===== src/rtl/calc_arbiter.sv =====
// calc_arbiter: two-requester arbiter in front of a shared calculator datapath.
// Optional opcode check enabled by defining CALC_ARB_OPCHK_EN.
module calc_arbiter #(
  parameter int SETTLE_CYCLES = 2
) (
  input  logic        clk,
  input  logic        rst,
  input  logic        req0_valid,
  input  logic        req1_valid,
  output logic        req0_ready,
  output logic        req1_ready,
  input  logic [4:0]  req0_op,
  input  logic [4:0]  req1_op,
  input  logic [15:0] req0_x,
  input  logic [15:0] req0_y,
  input  logic [15:0] req1_x,
  input  logic [15:0] req1_y,
  output logic [15:0] alu_inp1,
  output logic [15:0] alu_inp2,
  output logic [4:0]  alu_select,
  input  logic [15:0] alu_a,
  input  logic [15:0] alu_b,
  output logic        resp_valid,
  output logic        resp_id,
  output logic [15:0] resp_a,
  output logic [15:0] resp_b,
  output logic        resp_err
);

  typedef enum logic [1:0] {
    IDLE = 2'd0,
    WAIT = 2'd1,
    RESP = 2'd2
  } state_t;

  localparam logic [3:0] CNT_LAST = 4'(SETTLE_CYCLES - 1);

  state_t      state_q, state_d;
  logic [3:0]  cnt_q, cnt_d;
  logic        last_q, last_d;
  logic        own_q, own_d;
  logic [15:0] inp1_q, inp1_d;
  logic [15:0] inp2_q, inp2_d;
  logic [4:0]  sel_q, sel_d;
  logic        rvalid_q, rvalid_d;
  logic        rid_q, rid_d;
  logic [15:0] ra_q, ra_d;
  logic [15:0] rb_q, rb_d;
  logic        rerr_q, rerr_d;

  logic        gnt0, gnt1, hs, win;
  logic [4:0]  win_op;
  logic [15:0] win_x, win_y;
  logic        bad_op;

  // Grant: single valid wins; on a tie the requester not granted last wins.
  always_comb begin
    gnt0 = 1'b0;
    gnt1 = 1'b0;
    if (!rst && state_q == IDLE) begin
      if (req0_valid && req1_valid) begin
        gnt0 = last_q;
        gnt1 = !last_q;
      end else begin
        gnt0 = req0_valid;
        gnt1 = req1_valid;
      end
    end
  end

  assign hs     = gnt0 | gnt1;
  assign win    = gnt1;
  assign win_op = win ? req1_op : req0_op;
  assign win_x  = win ? req1_x  : req0_x;
  assign win_y  = win ? req1_y  : req0_y;

`ifdef CALC_ARB_OPCHK_EN
  assign bad_op = (win_op > 5'd23);
`else
  assign bad_op = 1'b0;
`endif

  // Next-state and datapath load/capture decisions.
  always_comb begin
    state_d  = state_q;
    cnt_d    = cnt_q;
    last_d   = last_q;
    own_d    = own_q;
    inp1_d   = inp1_q;
    inp2_d   = inp2_q;
    sel_d    = sel_q;
    rvalid_d = 1'b0;
    rid_d    = rid_q;
    ra_d     = ra_q;
    rb_d     = rb_q;
    rerr_d   = rerr_q;
    unique case (state_q)
      IDLE: begin
        if (hs) begin
          last_d = win;
          if (bad_op) begin
            state_d  = RESP;
            rvalid_d = 1'b1;
            rid_d    = win;
            ra_d     = 16'h0000;
            rb_d     = 16'h0000;
            rerr_d   = 1'b1;
          end else begin
            state_d = WAIT;
            cnt_d   = 4'd0;
            own_d   = win;
            inp1_d  = win_x;
            inp2_d  = win_y;
            sel_d   = win_op;
          end
        end
      end
      WAIT: begin
        if (cnt_q == CNT_LAST) begin
          state_d  = RESP;
          rvalid_d = 1'b1;
          rid_d    = own_q;
          ra_d     = alu_a;
          rb_d     = alu_b;
          rerr_d   = 1'b0;
        end else begin
          cnt_d = cnt_q + 4'd1;
        end
      end
      RESP: begin
        state_d = IDLE;
      end
      default: begin
        state_d = IDLE;
      end
    endcase
  end

  // State and registered outputs; reset discards any in-flight operation.
  always_ff @(posedge clk or posedge rst) begin
    if (rst) begin
      state_q  <= IDLE;
      cnt_q    <= 4'd0;
      last_q   <= 1'b1;
      own_q    <= 1'b0;
      inp1_q   <= 16'h0000;
      inp2_q   <= 16'h0000;
      sel_q    <= 5'd0;
      rvalid_q <= 1'b0;
      rid_q    <= 1'b0;
      ra_q     <= 16'h0000;
      rb_q     <= 16'h0000;
      rerr_q   <= 1'b0;
    end else begin
      state_q  <= state_d;
      cnt_q    <= cnt_d;
      last_q   <= last_d;
      own_q    <= own_d;
      inp1_q   <= inp1_d;
      inp2_q   <= inp2_d;
      sel_q    <= sel_d;
      rvalid_q <= rvalid_d;
      rid_q    <= rid_d;
      ra_q     <= ra_d;
      rb_q     <= rb_d;
      rerr_q   <= rerr_d;
    end
  end

  assign req0_ready = gnt0;
  assign req1_ready = gnt1;
  assign alu_inp1   = inp1_q;
  assign alu_inp2   = inp2_q;
  assign alu_select = sel_q;
  assign resp_valid = rvalid_q;
  assign resp_id    = rid_q;
  assign resp_a     = ra_q;
  assign resp_b     = rb_q;

`ifdef CALC_ARB_OPCHK_EN
  assign resp_err = rerr_q;
`else
  assign resp_err = 1'b0;
`endif

endmodule


===== config.mk =====
export PLATFORM = sky130hd
export DESIGN_NAME = calc_arbiter
export DESIGN_NICKNAME = d
export VERILOG_FILES = /design/src/rtl/calc_arbiter.sv
export SDC_FILE = /design/constraint.sdc
export NUM_CORES = 1
export LEC_CHECK = 0
export CELL_PAD_IN_SITES_DETAIL_PLACEMENT = 1
export CELL_PAD_IN_SITES_GLOBAL_PLACEMENT = 2
export CORE_ASPECT_RATIO = 2
export CORE_MARGIN = 5
export CORE_UTILIZATION = 21
export CTS_CLUSTER_SIZE = 40
export DETAILED_ROUTE_END_ITERATION = 7
export PLACE_DENSITY = 0.83
export SLEW_MARGIN = 0
export SYNTH_ARGS = -nofsm -noshare
export SYNTH_HDL_FRONTEND = slang
export SYNTH_SLANG_ARGS = --single-unit
export TNS_END_PERCENT = 30

===== constraint.sdc =====
create_clock -name clk -period 2.6 [get_ports clk]
set_clock_uncertainty 0.05 [all_clocks]
set_input_delay 0.52 -clock clk [delete_from_list [all_inputs] [get_ports clk]]
set_output_delay 0.52 -clock clk [all_outputs]
set_load 0.01 [all_outputs]

==> metrics <==
Crit Path Class=input pin to primary output; Max FO, Critical Path=4; Total Power=6630 µW; # DRC=0; Post-synth EDFFs=0; ys async rst share=1.00; Initial Utilization=0.214; DP HPWL=10,100 µm; post-synth top area share=0.578; Final Critical Period=2.51 ns; Yosys reg bits=between 70 and 80; outcome=complete, no violations; Skew-Pair Late Insertion Delay=around 0.34 ns; Synth Flop Type=dfrtp_1; CP Capture Type=primary output; pwr dens=1140 nW/µm²; Max-Cap Viols=0; maximum buffer depth of the clock tree=2; CTS tree=built; core region area=around 16,000 µm²; CTS H-tree depth=3; Mapped Area=roughly 3400 µm²; drt initial violations=88; period utilisation layout=0.966; clk slew on worst S/H paths=0.06 ns; CP startpoint kind=input pin; Required @ worst endpoint=2.03 ns; Final #Nets=565; die area=around 19,000 µm²; most common cell in the netlist=dfrtp_1; VDD IR max=roughly 370 µV; Ports=approximately 180; WL/cell=between 15 and 20 µm; Synth Net Count=380; most frequent cells after synthesis=dfrtp_1, mux2_2, a221o_1, and3_1; worst slew pin tran=between 0.5 and 0.6 ns; RSZ-0062 raised after global routing=false; # setup viols final=0; routed vias=~3,000; final WL=13,000 µm; Clock Root Buffer=clkbuf_16; Rel. slew slack=0.621; Post-Syn Instances=~270; cts bufs inserted=9; Ys Warns=0; RePlAce Congestion=between 0.7 and 0.8; Synth area leaders=dfrtp_1, mux2_2, a221o_1, and3_1, a31oi_1; CP arrival=just under 2 ns; via density per instance=4.60; number of global-route vias before repair=3,538; largest net degree at the start of global routing=50; post-route ant nets=0; Final Max Tran Viols=0; Seq/Total Area, Yosys=0.586; initial antenna violation count=0; FP Rows=65; Total GRT Usage=0.140; post-synth cell types=33; cell taking the most area after synthesis=dfrtp_1; share of cells above drive strength 1=0.149; Area Growth Syn to Fin=71.5%; clk sinks=79; TritonRoute pass-1 iters=4; first-pass GRT wire length=20,100 µm; syn_area_per_cell=~13 µm²; Die Height=between 150 and 200 µm; Hold Fails Final Rpt=0; Lkg Pwr=roughly 0.0024 µW; Hold Path Class=flop to flop; port bufs=roughly 180; Hold Slack=between 0.4 and 0.5 ns; fmax=398 MHz; total grt overflow=0; DIE WIDTH=around 100 µm; antenna diode instance count=0
==> layer usage <==
metal / wire length (µm) / GRT usage / part of all wire / vias to the layer above
li1: - / - / - / 1374
met1: 4230 / 0.134 / 0.32 / 1511
met2: 7460 / 0.264 / 0.57 / 108
met3: 708 / 0.0380 / 0.054 / 36
met4: 616 / 0.0747 / 0.047 / 0
met5: 0 / 0 / 0 / -
==> logic make-up (layout without fill, tap and decap cells) <==
| kind of cell | count (synthesis) | after routing | synth area share |
|---|---|---|---|
| xor+xnor | 1 | 1 | 0.00260 |
| buf+inv | 26 | 215 | 0.0382 |
| other cells | 1 | 1 | 0.00111 |
| fa+ha+maj | 2 | 2 | 0.00741 |
| flops | 79 | 79 | 0.586 |
| mux | 34 | 34 | 0.113 |
| simple gates | 54 | 54 | 0.0983 |
| compound gates | 71 | 71 | 0.153 |
==> layout by cell type, fill, tap and decap left out, drive strengths merged, types with 3 or more instances in the layout <==
master         instances
nor3                   4
o22ai                  4
a21oi                 12
o21ai                 14
clkbuf                12
mux2                  33
clkdlybuf4s50        180
buf                   15
nand3                 14
dfrtp                 78
nor2                   3
a31oi                 12
a221o                 25
and3                  25
==> final timing paths <==
path / endpoint / startpoint / slack [ns] / depth (start not counted)
setup / recovery: req0_ready / rst / 0.09 / 4
min in group asynchronous: state_q[0] / rst / 0.67 / 3
max in group asynchronous: last_q / rst / 1.24 / 4
hold / removal: own_q / own_q / 0.43 / 1
setup reg to reg: resp_b[8] / cnt_q[1] / 0.68 / 6
hold reg to reg: own_q / own_q / 0.43 / 1
==> where the power goes <==
part	internal [µW]	switching, µW	total, µW
Clock	862	485	1350
Sequential	1850	358	2210
Combinational	1770	1300	3070
==> final cells by class <==
class	instances	area (µm²)
inverter	3	12.5
tap	201	251
clock inverter	3	67.6
timing repair buffer	197	1960
multi-input combinational	163	1270
clock buffer	12	246
sequential	79	1980
fill	1729	9990
==> sequential cells by signal (all words and copies together), names as in the netlist <==
| signal | cells |
|---|---|
| resp_a | 16 |
| alu_select | 5 |
| resp_id | 1 |
| cnt_q | 4 |
| own_q | 1 |
| state_q | 2 |
| resp_valid | 1 |
| alu_inp2 | 16 |
| last_q | 1 |
| resp_b | 16 |
| alu_inp1 | 16 |
==> worst max-delay path: stages <==
cell and delay (ns):
clkdlybuf4s50_1 0.44, or3_1 0.42, nor3_4 0.22, dlygate4sd2_1 0.34
==> stage by stage <==
| stage | util | area [µm²] | cells | setup WS [ns] | TNS [ns] |
|---|---|---|---|---|---|
| final | 0.367 | 5790 | 658 | 0.0894 | 0 |
| after CTS | 0.367 | 5790 | 658 | 0.0375 | 0 |
| after global placement | 0.347 | 5480 | 643 | -0.228 | -0.380 |
| after detailed placement | 0.347 | 5480 | 643 | -0.236 | -0.392 |
| after floorplan | - | 3370 | 268 | 0.00827 | 0 |
| after global routing | 0.367 | 5790 | 658 | 0.0134 | 0 |
==> what timing repair did <==
action / in CTS / in global routing
hold buffers: 0 / 0
gates resized for setup: 2 / 0
setup endpoints to repair: 2 / 0
buffers inserted: 0 / 0
(Power assumes the default switching activity.)
